**src/rtl/data_array_refill_writer_pkg.sv**
```systemverilog
// rtl/data_array_refill_writer_pkg.sv - shared widths and refill state encoding for the data-array refill writer
package data_array_refill_writer_pkg;

  localparam int ADDR_WIDTH     = 8;
  localparam int WORD_WIDTH     = 20;
  localparam int NUM_BLOCKS     = 4;
  localparam int WORDS_PER_LINE = 4;

  localparam int OFFSET_WIDTH = $clog2(WORDS_PER_LINE);
  localparam int SET_WIDTH    = ADDR_WIDTH - OFFSET_WIDTH;
  localparam int CNT_WIDTH    = OFFSET_WIDTH + 1;

  typedef enum logic [1:0] {
    ST_IDLE = 2'd0,
    ST_FILL = 2'd1,
    ST_DONE = 2'd2
  } refill_state_e;

endpackage

```
**src/rtl/data_array_refill_writer_if.sv**
```systemverilog
// rtl/data_array_refill_writer_if.sv - refill command, fill stream and data-array write port bundle
interface data_array_refill_writer_if;
  import data_array_refill_writer_pkg::*;

  logic                    i_req_valid;
  logic [SET_WIDTH-1:0]    i_req_set;
  logic [NUM_BLOCKS-1:0]   i_req_way;
  logic [OFFSET_WIDTH-1:0] i_req_first_word;
  logic                    o_req_ready;

  logic [WORD_WIDTH-1:0]   i_fill_data;
  logic                    i_fill_valid;
  logic                    o_fill_ready;

  logic [ADDR_WIDTH-1:0]   o_w_addr;
  logic [WORD_WIDTH-1:0]   o_w_data;
  logic                    o_w_valid;
  logic [NUM_BLOCKS-1:0]   o_w_mask;
  logic                    i_w_ready;

  logic                    o_stop_write_clk;
  logic                    o_busy;
  logic                    o_done;

  modport slave (
    input  i_req_valid, i_req_set, i_req_way, i_req_first_word,
    input  i_fill_data, i_fill_valid, i_w_ready,
    output o_req_ready, o_fill_ready,
    output o_w_addr, o_w_data, o_w_valid, o_w_mask,
    output o_stop_write_clk, o_busy, o_done
  );

  modport master (
    output i_req_valid, i_req_set, i_req_way, i_req_first_word,
    output i_fill_data, i_fill_valid, i_w_ready,
    input  o_req_ready, o_fill_ready,
    input  o_w_addr, o_w_data, o_w_valid, o_w_mask,
    input  o_stop_write_clk, o_busy, o_done
  );

endinterface

```
**src/rtl/data_array_refill_writer_offset_counter.sv**
```systemverilog
// rtl/data_array_refill_writer_offset_counter.sv - wrapping line offset plus accepted-word count
module refill_offset_counter
  import data_array_refill_writer_pkg::*;
(
  input  logic                    clk,
  input  logic                    srst,
  input  logic                    i_halt,
  input  logic                    i_load,
  input  logic [OFFSET_WIDTH-1:0] i_load_offset,
  input  logic                    i_inc,
  output logic [OFFSET_WIDTH-1:0] o_offset,
  output logic [CNT_WIDTH-1:0]    o_count
);

  logic [OFFSET_WIDTH-1:0] offset_q, offset_d;
  logic [CNT_WIDTH-1:0]    count_q, count_d;

  // Load restarts the line at the start offset; increment wraps within the line by truncation.
  always_comb begin
    offset_d = offset_q;
    count_d  = count_q;
    if (!i_halt) begin
      if (i_load) begin
        offset_d = i_load_offset;
        count_d  = '0;
      end else if (i_inc) begin
        offset_d = offset_q + OFFSET_WIDTH'(1);
        count_d  = count_q + CNT_WIDTH'(1);
      end
    end
  end

  // Offset and count registers.
  always_ff @(posedge clk) begin
    if (srst) begin
      offset_q <= '0;
      count_q  <= '0;
    end else begin
      offset_q <= offset_d;
      count_q  <= count_d;
    end
  end

  assign o_offset = offset_q;
  assign o_count  = count_q;

endmodule

```
**src/rtl/data_array_refill_writer.sv**
```systemverilog
// rtl/data_array_refill_writer.sv - refill line writer for icache data arrays; REFILL_WRAP_FIRST_EN enables critical-word-first
module data_array_refill_writer
  import data_array_refill_writer_pkg::*;
(
  input  logic                        clk,
  input  logic                        srst,
  input  logic                        i_halt_all,
  data_array_refill_writer_if.slave   bus
);

  refill_state_e           state_q, state_d;
  logic [SET_WIDTH-1:0]    set_q, set_d;
  logic [NUM_BLOCKS-1:0]   way_q, way_d;
  logic [CNT_WIDTH-1:0]    written_q, written_d;
  logic                    w_valid_q, w_valid_d;
  logic [ADDR_WIDTH-1:0]   w_addr_q, w_addr_d;
  logic [WORD_WIDTH-1:0]   w_data_q, w_data_d;
  logic [NUM_BLOCKS-1:0]   w_mask_q, w_mask_d;

  logic                    req_ready, fill_ready, busy, done, stop_clk;
  logic                    req_fire, fill_fire, retire, last_retire;
  logic [OFFSET_WIDTH-1:0] offset, start_offset;
  logic [CNT_WIDTH-1:0]    accepted;

`ifdef REFILL_WRAP_FIRST_EN
  assign start_offset = bus.i_req_first_word;
`else
  logic unused_first_word;
  assign start_offset      = '0;
  assign unused_first_word = ^bus.i_req_first_word;
`endif

  assign req_fire    = bus.i_req_valid & req_ready;
  assign fill_fire   = bus.i_fill_valid & fill_ready;
  // A halted cycle never retires a beat, even with the arrays ready.
  assign retire      = ~i_halt_all & w_valid_q & bus.i_w_ready;
  assign last_retire = retire & (written_q == CNT_WIDTH'(WORDS_PER_LINE - 1));

  refill_offset_counter u_offset (
    .clk          (clk),
    .srst         (srst),
    .i_halt       (i_halt_all),
    .i_load       (req_fire),
    .i_load_offset(start_offset),
    .i_inc        (fill_fire),
    .o_offset     (offset),
    .o_count      (accepted)
  );

  // State register and write-beat registers.
  always_ff @(posedge clk) begin
    if (srst) begin
      state_q   <= ST_IDLE;
      set_q     <= '0;
      way_q     <= '0;
      written_q <= '0;
      w_valid_q <= 1'b0;
      w_addr_q  <= '0;
      w_data_q  <= '0;
      w_mask_q  <= '0;
    end else begin
      state_q   <= state_d;
      set_q     <= set_d;
      way_q     <= way_d;
      written_q <= written_d;
      w_valid_q <= w_valid_d;
      w_addr_q  <= w_addr_d;
      w_data_q  <= w_data_d;
      w_mask_q  <= w_mask_d;
    end
  end

  // Next state: FILL ends only when the final beat retires with nothing new accepted.
  always_comb begin
    state_d = state_q;
    if (!i_halt_all) begin
      case (state_q)
        ST_IDLE: if (req_fire) state_d = ST_FILL;
        ST_FILL: if (last_retire && !fill_fire) state_d = ST_DONE;
        ST_DONE: state_d = ST_IDLE;
        default: state_d = ST_IDLE;
      endcase
    end
  end

  // Outputs decoded from the state register and the write-beat slot.
  always_comb begin
    req_ready  = 1'b0;
    fill_ready = 1'b0;
    busy       = 1'b0;
    done       = 1'b0;
    stop_clk   = 1'b1;
    case (state_q)
      ST_IDLE: req_ready = ~i_halt_all;
      ST_FILL: begin
        fill_ready = ~i_halt_all & (accepted < CNT_WIDTH'(WORDS_PER_LINE))
                   & (~w_valid_q | bus.i_w_ready);
        busy       = 1'b1;
        stop_clk   = 1'b0;
      end
      ST_DONE: begin
        busy = 1'b1;
        done = 1'b1;
      end
      default: ;
    endcase
  end

  // Command capture, retire counting and beat loading; a same-cycle accept overrides the retire clear.
  always_comb begin
    set_d     = set_q;
    way_d     = way_q;
    written_d = written_q;
    w_valid_d = w_valid_q;
    w_addr_d  = w_addr_q;
    w_data_d  = w_data_q;
    w_mask_d  = w_mask_q;
    if (req_fire) begin
      set_d     = bus.i_req_set;
      way_d     = bus.i_req_way;
      written_d = '0;
    end
    if (retire) begin
      written_d = written_q + CNT_WIDTH'(1);
      w_valid_d = 1'b0;
    end
    if (fill_fire) begin
      w_valid_d = 1'b1;
      w_addr_d  = {set_q, offset};
      w_data_d  = bus.i_fill_data;
      w_mask_d  = way_q;
    end
  end

  assign bus.o_req_ready      = req_ready;
  assign bus.o_fill_ready     = fill_ready;
  assign bus.o_w_valid        = w_valid_q;
  assign bus.o_w_addr         = w_addr_q;
  assign bus.o_w_data         = w_data_q;
  assign bus.o_w_mask         = w_mask_q;
  assign bus.o_stop_write_clk = stop_clk;
  assign bus.o_busy           = busy;
  assign bus.o_done           = done;

endmodule

```
**src/flat_wrapper.sv**
```systemverilog
// flat-port wrapper written by rule: the top's interface ports become plain ports
module data_array_refill_writer_flat import data_array_refill_writer_pkg::*;
  (clk, srst, i_halt_all, bus_i_req_valid, bus_i_req_set, bus_i_req_way, bus_i_req_first_word, bus_i_fill_data, bus_i_fill_valid, bus_i_w_ready, bus_o_req_ready, bus_o_fill_ready, bus_o_w_addr, bus_o_w_data, bus_o_w_valid, bus_o_w_mask, bus_o_stop_write_clk, bus_o_busy, bus_o_done);
  data_array_refill_writer_if bus_i ();
  input  logic clk;
  input  logic srst;
  input  logic i_halt_all;
  input wire logic [$bits(bus_i.i_req_valid)-1:0] bus_i_req_valid;
  input wire logic [$bits(bus_i.i_req_set)-1:0] bus_i_req_set;
  input wire logic [$bits(bus_i.i_req_way)-1:0] bus_i_req_way;
  input wire logic [$bits(bus_i.i_req_first_word)-1:0] bus_i_req_first_word;
  input wire logic [$bits(bus_i.i_fill_data)-1:0] bus_i_fill_data;
  input wire logic [$bits(bus_i.i_fill_valid)-1:0] bus_i_fill_valid;
  input wire logic [$bits(bus_i.i_w_ready)-1:0] bus_i_w_ready;
  output wire logic [$bits(bus_i.o_req_ready)-1:0] bus_o_req_ready;
  output wire logic [$bits(bus_i.o_fill_ready)-1:0] bus_o_fill_ready;
  output wire logic [$bits(bus_i.o_w_addr)-1:0] bus_o_w_addr;
  output wire logic [$bits(bus_i.o_w_data)-1:0] bus_o_w_data;
  output wire logic [$bits(bus_i.o_w_valid)-1:0] bus_o_w_valid;
  output wire logic [$bits(bus_i.o_w_mask)-1:0] bus_o_w_mask;
  output wire logic [$bits(bus_i.o_stop_write_clk)-1:0] bus_o_stop_write_clk;
  output wire logic [$bits(bus_i.o_busy)-1:0] bus_o_busy;
  output wire logic [$bits(bus_i.o_done)-1:0] bus_o_done;
  assign bus_i.i_req_valid = bus_i_req_valid;
  assign bus_i.i_req_set = bus_i_req_set;
  assign bus_i.i_req_way = bus_i_req_way;
  assign bus_i.i_req_first_word = bus_i_req_first_word;
  assign bus_i.i_fill_data = bus_i_fill_data;
  assign bus_i.i_fill_valid = bus_i_fill_valid;
  assign bus_i.i_w_ready = bus_i_w_ready;
  assign bus_o_req_ready = bus_i.o_req_ready;
  assign bus_o_fill_ready = bus_i.o_fill_ready;
  assign bus_o_w_addr = bus_i.o_w_addr;
  assign bus_o_w_data = bus_i.o_w_data;
  assign bus_o_w_valid = bus_i.o_w_valid;
  assign bus_o_w_mask = bus_i.o_w_mask;
  assign bus_o_stop_write_clk = bus_i.o_stop_write_clk;
  assign bus_o_busy = bus_i.o_busy;
  assign bus_o_done = bus_i.o_done;
  data_array_refill_writer u_core (.clk(clk), .srst(srst), .i_halt_all(i_halt_all), .bus(bus_i));
endmodule
```
**config.mk**
```make
export PLATFORM = sky130hd
export DESIGN_NAME = data_array_refill_writer_flat
export DESIGN_NICKNAME = d
export VERILOG_FILES = /design/src/rtl/data_array_refill_writer_pkg.sv /design/src/rtl/data_array_refill_writer_if.sv /design/src/rtl/data_array_refill_writer_offset_counter.sv /design/src/rtl/data_array_refill_writer.sv /design/src/flat_wrapper.sv
export SDC_FILE = /design/constraint.sdc
export NUM_CORES = 1
export LEC_CHECK = 0
export CORE_UTILIZATION = 47
export DETAILED_ROUTE_END_ITERATION = 7
export PLACE_DENSITY = 0.95
export SLEW_MARGIN = 25
export SYNTH_ARGS = -nofsm -noshare
export SYNTH_HDL_FRONTEND = slang
export SYNTH_SLANG_ARGS = --single-unit
```
**constraint.sdc**
```tcl
create_clock -name clk -period 4.1 [get_ports clk]
set_input_delay 1.23 -clock clk [delete_from_list [all_inputs] [get_ports clk]]
set_output_delay 1.23 -clock clk [all_outputs]
set_load 0.05 [all_outputs]
```
Yosys cells after proc, flatten, opt, wreduce, memory -nomap -nowiden
Index checks and enable logic that the tools add are counted.

$add $sub $neg: 3. $lt $le $gt $ge: 1. Equal/unequal tests: 5. Multiplexer cells: 16. Bitwise logic cells: 10. Reductions and logical operators: 9.

Operator list (count): $mux W3 (4); $mux W2 (4); $and A1 B1 Y1 (7); $mux W1 (7); $add A3 B1 Y3 const B (2); $reduce_bool A2 Y1 (3); $ne A2 B1 Y1 const B (2); $pmux W2 S2 (1); $eq A3 B2 Y1 const B (1); $lt A3 B3 Y1 const B (1); $reduce_and A3 Y1 (1); $add A2 B1 Y2 const B (1); $eq A2 B1 Y1 const B (1); $eq A2 B2 Y1 const B (1); $logic_not A2 Y1 (1); $not A1 Y1 (2); $reduce_and A2 Y1 (1); $reduce_or A2 Y1 (1); $logic_and A1 B1 Y1 (1); $logic_not A1 Y1 (1); $or A1 B1 Y1 (1).

Register bits: 53. Bits of input ports: 38. Word-level logic and storage cells: 54.

Depth between registers and ports, before layout
Gate-level depths: netlist of the first run.

Depth in word-level cells: 9. Gate-level depth with buffers: 8. Gate-level depth less buffers: 6.

Modules after synthesis
A second synthesis of the first run with hierarchy kept.

Cell total of the unflattened synthesis: 258. Area total of the unflattened synthesis: 2180.8 um^2.

By module, submodules not included: data_array_refill_writer (times used 1, cells an instance 230, area each 1928.1 um^2, sequential area each 960.9 um^2); refill_offset_counter (times used 1, cells an instance 28, area each 252.7 um^2, sequential area each 100.1 um^2).

Least setup slack after synthesis of the first run
No wires, ideal clock.

Kind: input-to-output. From: input i_halt_all. To: output bus_o_req_ready. Arrival: 1950 ps. Required time: 2870 ps. Setup slack: 920 ps. Stages on the path: 1. Cell sequence: nor2b_1.

Longest elaborated chain between the ends: 2.

Ends and longest elaborated chain: start, declared (RTL line flat_wrapper.sv:7) `input logic i_halt_all;`; $not A1 Y1 (RTL line data_array_refill_writer.sv:94) `ST_IDLE: req_ready = ~i_halt_all;`; $mux W1 (RTL line data_array_refill_writer.sv:93) `case (state_q)`; end, declared (RTL line flat_wrapper.sv:15) `output wire logic [$bits(bus_i.o_req_ready)-1:0] bus_o_req_ready;`.

Every way passes these cells.

Worst setup path after layout of the first run
From: input i_halt_all. To: output bus_o_fill_ready.

Longest elaborated chain between the ends: 4.

Ends and longest elaborated chain: $not A1 Y1 (RTL line data_array_refill_writer.sv:96) `fill_ready = ~i_halt_all & (accepted < CNT_WIDTH'(WORDS_PER_LINE))`; $and A1 B1 Y1 (RTL line data_array_refill_writer.sv:96); $and A1 B1 Y1 (RTL line data_array_refill_writer.sv:97) `& (~w_valid_q | bus.i_w_ready);`; $mux W1 (RTL line data_array_refill_writer.sv:93); end, declared (RTL line flat_wrapper.sv:16) `output wire logic [$bits(bus_i.o_fill_ready)-1:0] bus_o_fill_ready;`.

Every way passes these cells.

==> impl_metrics.env, run 1 <==
export IMPL_place_area_um2=2790
export IMPL_die_w_um=68.3
export IMPL_final_antenna_net_count=0
export IMPL_cts_max_path_buffers=2
export IMPL_grt_pass1_wl_mm=7.08
export IMPL_cap_violations=0
export IMPL_ir_drop_uv=204
export IMPL_clk_pin_slew_ns=0.09
export IMPL_dieHeight_um=68.3
export IMPL_row_count=23
export IMPL_grt_overflow_total=0
export IMPL_rsz0062_at_grt="no"
export IMPL_end_kind="output pin"
export IMPL_htreeDepth=2
export IMPL_grt_pass1_vias=1703
export IMPL_wl_mm=4.46
export IMPL_power_leakage_nw=1.03
export IMPL_arrival_ns=2.31
export IMPL_crit_required_ns=2.87
export IMPL_fin_area_um2=2880
export IMPL_cp_slowest_cell="clkdlybuf4s50_1"
export IMPL_numClockSinks=53
export IMPL_syn_to_final_growth_pct=39.5
export IMPL_setup_viol_count_final=0
export IMPL_crit_chain="clkdlybuf4s50_1 -> nor2_2 -> and3_1 -> buf_12"
export IMPL_grt_usage=0.205
export IMPL_fin_util=0.701
export IMPL_fin_crit_ns=3.54
export IMPL_cts_setup_buffers=0
export IMPL_diodes=0
export IMPL_drtPass1Iterations=4
export IMPL_cts_buffers=5
export IMPL_clk_latency_ns=0.30
export IMPL_wl_per_cell_um=12.1
export IMPL_syn_area_um2=2070
export IMPL_ys_seq_area_frac=0.513
export IMPL_vias_per_cell=5.02
export IMPL_cts_resized=0
export IMPL_core_um2=4120
export IMPL_synth_cell_types=26
export IMPL_gp_congestion=0.709
export IMPL_grt_max_degree=52
export IMPL_synth_common_cells="87 x nand2_1, 53 x dfxtp_1, 47 x a21oi_1"
export IMPL_vias=1842
export IMPL_status="finished, final reports clean"
export IMPL_synth_top_cell_by_area="dfxtp_1"
export IMPL_crit_type="input pin to output pin"
export IMPL_drtIter0Drc=90
export IMPL_syn_inst=248
export IMPL_tns_ns=0
export IMPL_cts_root_buf="clkbuf_8"
export IMPL_start_util=0.502
export IMPL_skew_ns=0.00683
export IMPL_tightest_slew_ns=0.830
export IMPL_cts_tree="done"
export IMPL_ios=76
export IMPL_cp_max_fo=6
export IMPL_drive_gt1_frac=0.0536
export IMPL_power_density_nw_per_um2=353
export IMPL_nNetsFinal=362
export IMPL_synth_area_leaders="dfxtp_1 51%, nand2_1 16%, a21oi_1 11%, ha_1 4.8%, buf_6 2.2%"
export IMPL_ys_warn_count=0
export IMPL_hpwl_mm=3.16
export IMPL_route_detailed_drc=0
export IMPL_synth_flop_cell="dfxtp_1"
export IMPL_maxSlewHeadroom=0.447
export IMPL_maxSlewViolCount=0
export IMPL_yosysMostFrequentCell="nand2_1"
export IMPL_ctsHoldBuffers=0
export IMPL_synth_top_area_share=0.513
export IMPL_synth_async_reset_ratio=0
export IMPL_max_stage_delay_ns=0.50
export IMPL_dieArea_um2=4670
export IMPL_min_period_over_period=0.863
export IMPL_synth_edf_count=0
export IMPL_synth_seq_cells=53
export IMPL_crit_path_start_kind="input pin"
export IMPL_fmax_mhz=283
export IMPL_hold_path_class="register to register"
export IMPL_port_buffers=73
export IMPL_post_synth_cell_area_avg_um2=8.33
export IMPL_hold_violations=0
export IMPL_synth_nets=294
export IMPL_fill_cells=321
export IMPL_antenna_found_initial=0
-- report_power, final --
part	leakage, nW	switching (W)	internal (W)	total [W]
clock	0.0512	0.000163	0.000137	0.000300
sequential	0.429	0.00000900	0.000530	0.000539
combinational	0.551	0.000104	0.0000758	0.000180
-- kinds of logic after synthesis --
group,count (synthesis),synth area share
AO/OA/AOI/OAI,49,0.130
XOR/XNOR,3,0.0127
adder cells (fa/ha/maj),8,0.0484
buffers and inverters,17,0.0478
flip-flops,53,0.513
multiplexers,2,0.00969
AND/OR/NAND/NOR,116,0.238
-- stage by stage --
stage	std cells	setup WS (ns)	total power, W	hold WS, ns
floorplan	248	0.920	0.000662	0.432
global placement	359	0.612	0.000727	0.436
detailed placement	359	0.576	0.000732	0.443
CTS	367	0.563	0.00103	0.457
global route	367	0.504	0.00107	0.476
finish	367	0.563	0.00102	0.455
-- layer usage --
layer	wire, um	track usage	vias up
li1	-	-	935
met1	1810	0.202	843
met2	2340	0.412	60
met3	272	0.0400	4
met4	32	0.0703	0
met5	0	0	-
-- cells in the final DEF, fill, tap and decap left out, drive strengths merged, types with 4 or more instances in the layout --
master / synthesis / final
inv: 4 / 4
buf: 10 / 4
nand2: 87 / 87
ha: 8 / 8
nand2b: 6 / 6
a21oi: 47 / 47
nor2: 12 / 12
clkbuf: 3 / 6
dfxtp: 53 / 53
clkdlybuf4s50: 0 / 70
-- worst max-delay path, delay by kind of cell --
kind                   cells  cell delay, ns
buffers and inverters      2            0.65
and+or+nand+nor            2            0.43
-- state kept, by name, summed over array words and instances, names as in the netlist --
| name | cells |
|---|---|
| u_core.bus.o_w_data | 20 |
| u_core.written_q | 3 |
| u_core.u_offset.o_offset | 2 |
| u_core.way_q | 4 |
| u_core.state_q | 2 |
| u_core.bus.o_w_valid | 1 |
| u_core.set_q | 6 |
| u_core.bus.o_w_mask | 4 |
| u_core.u_offset.o_count | 3 |
| u_core.bus.o_w_addr | 8 |
-- path summary, 6_finish.rpt --
| check | slack (ns) | depth (start not counted) | endpoint | from |
|---|---|---|---|---|
| max | 0.56 | 4 | bus_o_fill_ready | i_halt_all |
| min | 0.46 | 2 | u_core.bus.o_w_addr[5]$_SDFFE_PP0P_ | u_core.set_q[3]$_SDFFE_PP0P_ |
| max reg2reg | 2.30 | 6 | u_core.state_q[0]$_SDFFE_PP0P_ | u_core.state_q[1]$_SDFFE_PP0P_ |
| min reg2reg | 0.46 | 2 | u_core.bus.o_w_addr[5]$_SDFFE_PP0P_ | u_core.set_q[3]$_SDFFE_PP0P_ |
-- final cells by class --
| type | instances | area (um^2) | area share |
|---|---|---|---|
| inverter | 4 | 15.0 | 0.00521 |
| sequential | 53 | 1060 | 0.368 |
| tap | 50 | 62.6 | 0.0217 |
| clock inverter | 2 | 13.8 | 0.00477 |
| multi-input combinational | 178 | 907 | 0.315 |
| timing repair buffer | 74 | 741 | 0.257 |
| clock buffer | 6 | 82.6 | 0.0286 |
No activity file was read; power rests on OpenSTA's default activity.
==> run 2, diff against run 1 <==
--- a/config.mk
+++ b/config.mk
@@ -8,7 +8,7 @@
 export CORE_UTILIZATION = 47
 export DETAILED_ROUTE_END_ITERATION = 7
 export PLACE_DENSITY = 0.95
-export SLEW_MARGIN = 25
+export SLEW_MARGIN = 0
 export SYNTH_ARGS = -nofsm -noshare
 export SYNTH_HDL_FRONTEND = slang
 export SYNTH_SLANG_ARGS = --single-unit
==> results of run 2 <==
The final DEF is identical to that of run 1; final timing and power are the same.
==> run 3, diff against run 2 <==
--- a/config.mk
+++ b/config.mk
@@ -5,9 +5,10 @@
 export SDC_FILE = /design/constraint.sdc
 export NUM_CORES = 1
 export LEC_CHECK = 0
+export CORE_MARGIN = 3
 export CORE_UTILIZATION = 47
 export DETAILED_ROUTE_END_ITERATION = 7
-export PLACE_DENSITY = 0.95
+export PLACE_DENSITY = 0.84
 export SLEW_MARGIN = 0
 export SYNTH_ARGS = -nofsm -noshare
 export SYNTH_HDL_FRONTEND = slang
==> run 3 against run 2 <==
Final cell count is the same. Final area down 0.43%. Combinational power hardly changed. Critical endpoint unchanged. Largest power group unchanged.
==> impl_metrics.env, run 3 (synthesis results as in run 1) <==
export IMPL_syn_to_final_growth_pct=38.9
export IMPL_clk_pin_slew_ns=0.09
export IMPL_ir_drop_uv=252
export IMPL_final_antenna_net_count=0
export IMPL_crit_chain="clkdlybuf4s50_1 -> nor2_2 -> and3_1 -> buf_12"
export IMPL_cts_max_path_buffers=2
export IMPL_grt_usage=0.186
export IMPL_maxSlewHeadroom=0.429
export IMPL_htreeDepth=2
export IMPL_maxSlewViolCount=0
export IMPL_hpwl_mm=2.93
export IMPL_tightest_slew_ns=0.856
export IMPL_skew_ns=0.00652
export IMPL_fmax_mhz=285
export IMPL_final_common_cell="nand2_1"
export IMPL_crit_required_ns=2.87
export IMPL_die_w_um=72.3
export IMPL_rsz0062_at_grt="no"
export IMPL_gp_congestion=0.737
export IMPL_setup_viol_count_final=0
export IMPL_holdWs_ns=0.454
export IMPL_max_stage_delay_ns=0.49
export IMPL_ctsHoldBuffers=0
export IMPL_hold_violations=0
export IMPL_crit_type="input pin to output pin"
export IMPL_route_detailed_drc=0
export IMPL_fin_crit_ns=3.50
export IMPL_cts_resized=0
export IMPL_cap_violations=0
export IMPL_crit_path_start_kind="input pin"
export IMPL_cts_tree="done"
export IMPL_status="finished, final reports clean"
export IMPL_drtIter0Drc=114
export IMPL_clk_latency_ns=0.30
export IMPL_power_density_nw_per_um2=348
export IMPL_fin_util=0.697
export IMPL_layout_common_cells="87 x nand2_1, 70 x clkdlybuf4s50_1, 53 x dfxtp_1, 47 x a21oi_1, 11 x nor2_1"
export IMPL_wl_per_cell_um=12.2
export IMPL_cp_max_fo=6
export IMPL_design_power_total_w=0.00100
export IMPL_numClockSinks=53
export IMPL_nNetsFinal=362
export IMPL_diodes=0
export IMPL_min_period_over_period=0.855
export IMPL_wl_mm=4.46
export IMPL_port_buffers=73
export IMPL_start_util=0.502
export IMPL_end_kind="output pin"
export IMPL_cts_setup_buffers=0
export IMPL_power_leakage_nw=1.02
export IMPL_vias_per_cell=4.95
export IMPL_wl_met2_mm=2.13
export IMPL_cts_root_buf="clkbuf_8"
export IMPL_grt_pass1_wl_mm=7.67
export IMPL_tns_ns=0
export IMPL_vias=1815
export IMPL_arrival_ns=2.27
export IMPL_cp_slowest_cell="clkdlybuf4s50_1"
export IMPL_row_count=23
export IMPL_grt_max_degree=52
export IMPL_ios=76
export IMPL_grt_pass1_vias=1703
export IMPL_dieHeight_um=72.3
export IMPL_drtPass1Iterations=5
export IMPL_grt_overflow_total=0
export IMPL_wl_met1_mm=1.99
export IMPL_wl_met3_um=328
export IMPL_cts_buffers=5
export IMPL_core_um2=4120
export IMPL_antenna_found_initial=0
export IMPL_largest_reg_flops=20
export IMPL_hold_path_class="register to register"
export IMPL_dieArea_um2=5230
export IMPL_drive_gt1_frac=0.0473
export IMPL_routed_top_layer="met4"
-- run 3: changes by cell type in the layout (fill, tap and decap cells not counted), sizes merged --
| cell | delta |
|---|---|
| clkinv | -2 |
| clkinvlp | +1 |
| clkbuf | +1 |
-- run 3: report_power, final --
part	switching, W	internal [W]
Clock	0.000161	0.000121
Combinational	0.000104	0.0000756
Sequential	0.00000890	0.000530
-- run 3: per-stage QoR --
step / std cells / setup slack [ns] / area (um^2)
after floorplan: 248 / 0.920 / 2070
final: 367 / 0.596 / 2870
after CTS: 367 / 0.598 / 2870
after global routing: 367 / 0.506 / 2870
after detailed placement: 359 / 0.611 / 2790
after global placement: 359 / 0.609 / 2790
-- run 3: worst max-delay path, delay by kind of cell --
kind	cells	cell delay, ns
buf+inv	2	0.64
simple gates	2	0.40
-- run 3: metal layers --
layer | GRT usage | vias up
met5 | 0 | -
met1 | 0.240 | 815
li1 | - | 933
met4 | 0.0501 | 0
met2 | 0.304 | 65
met3 | 0.0512 | 2
-- run 3: final timing paths --
check | cells past startpoint | slack (ns) | startpoint | endpoint
max | 4 | 0.60 | i_halt_all | bus_o_fill_ready
max reg2reg | 6 | 2.30 | u_core.state_q[1]$_SDFFE_PP0P_ | u_core.state_q[0]$_SDFFE_PP0P_
min reg2reg | 2 | 0.45 | u_core.set_q[5]$_SDFFE_PP0P_ | u_core.bus.o_w_addr[7]$_SDFFE_PP0P_
min | 2 | 0.45 | u_core.set_q[5]$_SDFFE_PP0P_ | u_core.bus.o_w_addr[7]$_SDFFE_PP0P_
-- run 3: cell type report --
| class | count | area (um^2) |
|---|---|---|
| clock buffers | 7 | 76.3 |
| clock inverters | 1 | 7.51 |
| fillers | 337 | 1240 |
| inverters | 4 | 15.0 |
| multi-input cells | 178 | 907 |
| flip-flops and latches | 53 | 1060 |
| well taps | 50 | 62.6 |
| repair buffers | 74 | 741 |
==> variant (flow settings as in run 3) <==
Build with the macro `REFILL_WRAP_FIRST_EN` defined.
--- a/src/rtl/data_array_refill_writer.sv
+++ b/src/rtl/data_array_refill_writer.sv
@@ -1,4 +1,6 @@
 // rtl/data_array_refill_writer.sv - refill line writer for icache data arrays; REFILL_WRAP_FIRST_EN enables critical-word-first
+`define REFILL_WRAP_FIRST_EN
+
 module data_array_refill_writer
   import data_array_refill_writer_pkg::*;
 (
Check against the original RTL: not equivalent (Yosys sat finds a counterexample within 4 cycles, from zero or initial values and one cycle with srst high).
==> variant against run 3 <==
  * Clock power is 2% lower
  * Sequential cell count unchanged
  * Highest routed layer unchanged
  * Count of clock-buffer cells in the layout is 1 lower
  * Power increased by 0.70%
  * Worst setup slack better by 0.028 ns
  * Final cell count is 0.54% higher
  * Global-route usage shrank 0.33 points
  * Die area up 1.1%
  * Wire length is 2.9% higher
  * Synthesized area grew 1.2%
  * Cell area rose by 1.3%
==> variant: results (changes against run 3) <==
Post-Syn Nets 297 (+1.0%); layout net count 364 (+0.55%); Finished Layout Cells 369 (+0.54%); GRT Total Usage 18.2% (-0.33 points); placed cell area 2820 um2 (+1.3%); unique cell type count in the Yosys netlist 30 (+15%); proportion of synthesized area in mux cells 1.44% (+0.47 points); share of cells above drive strength 1 4.70% (-0.030 points); detailed-placement wirelength estimate 3.15 mm (+7.3%); Peak supply drop 0.223 mV (-12%); clock root cell clkbuf_8; grt met3 use 3.17% (-2.0 points); reg2reg setup slack 2.26 ns (-0.04 ns); xor-xnor portion of the synthesized cell area 0.837% (-0.43 points); RR Endpoint u_core.state_q[0]; Slew Limit Headroom 36.9% (-6.0 points); post_cts resized 0 (unchanged); Max FO, Critical Path 6 (unchanged); r2r worst-path depth 5 (-1); number of global-route vias before repair 1732 (+1.7%); static leakage 1.03 nW (+1.6%); Worst Clk Skew 0.00844 ns (+0.00192 ns); via count 1825 (+0.55%); crit path DAT 2.25 ns (-0.02 ns); synth top area cells dfxtp_1 (51%), nand2_1 (15%), a21oi_1 (11%); max reg flops 20 (unchanged); outcome finished, final reports clean; hold_sp u_core.set_q[4]; first-pass GRT wire length 7.71 mm (+0.55%); hold slack final 0.451 ns (-0.00369 ns); adder-cell area share of the yosys netlist 4.78% (-0.058 points); Port Buffers 75 (+2.7%); Post-Synthesis Cells 251 (+1.2%); GR Util met1 23.3% (-0.71 points); Hold Path Sink u_core.bus.o_w_addr[6]; sequential area share after synthesis 50.7% (-0.61 points); routed length per instance 12.4 um (+2.4%); Post-synth top cells nand2_1 (86), dfxtp_1 (53), a21oi_1 (46), nor2_1 (9), ha_1 (8); Internal Power 0.732 mW (+0.73%); placer congestion estimate 0.683 (-7.4%); Synth Area in Compound Gates 12.7% (-0.28 points); DR pass1 iterations 4 (-1); M2 GR Usage 30.2% (-0.27 points); largest net degree at the start of global routing 56 (+7.7%); Top FF cell, synth dfxtp_1; worst slack, placed 0.636 ns (+0.0248 ns); drt initial violations 119 (+4.4%)
variant: changes by cell type in the layout (fill, tap and decap cells not counted), sizes merged, moves of 2 or more:
cell,before,now
clkdlybuf4s50,70,72
clkinv,0,2
nor2,12,10
nor3,0,3
and4,0,2
a211oi,0,2
variant: worst max-delay path: stages:
cell and delay, ns:
clkdlybuf4s50_1 0.49, nor2_2 0.15, and3_1 0.23, buf_12 0.15
variant: routing by layer:
metal  vias to the layer above  share of wire, %
met5                         -                 0
met4                         0               2.7
met3                        10               4.9
met2                        51                48
met1                       815                44
li1                        949                 -
variant: how the worst max path moves through the flow:
stage	startpoint	endpoint	slack, ns	depth (start not counted)
6_report	i_halt_all	bus_o_fill_ready	0.62	4
4_1_cts	i_halt_all	bus_o_fill_ready	0.62	4
3_5_place_dp	i_halt_all	bus_o_fill_ready	0.64	4
3_3_place_gp	i_halt_all	bus_o_fill_ready	0.66	4
2_1_floorplan	bus_i_w_ready	bus_o_fill_ready	1.06	2
5_1_grt	i_halt_all	bus_o_fill_ready	0.56	4
variant: power by group through the flow:
stage / Sequential, mW / Clock [mW] / Combinational, mW
3_3_place_gp: 0.554 / 0 / 0.187
5_1_grt: 0.545 / 0.301 / 0.204
4_1_cts: 0.543 / 0.286 / 0.190
3_5_place_dp: 0.555 / 0 / 0.189
2_1_floorplan: 0.577 / 0 / 0.0933
6_report: 0.543 / 0.276 / 0.188
variant: layout make-up:
cell class | instances | area, um2
clock inverter | 2 | 10.0
tap | 50 | 62.6
fill | 355 | 1240
multi-input combinational | 178 | 912
inverter | 4 | 15.0
sequential | 53 | 1060
timing repair buffer | 76 | 773
clock buffer | 6 | 72.6
variant: cells by family (layout without fill, tap and decap cells):
kind of cell             Yosys count  count (layout)
AO/OA/AOI/OAI                     50              50
XOR/XNOR                           2               2
flip-flops                        53              53
adder cells (fa/ha/maj)            8               8
multiplexers                       3               3
buffers and inverters             20              88
AND/OR/NAND/NOR                  115             115
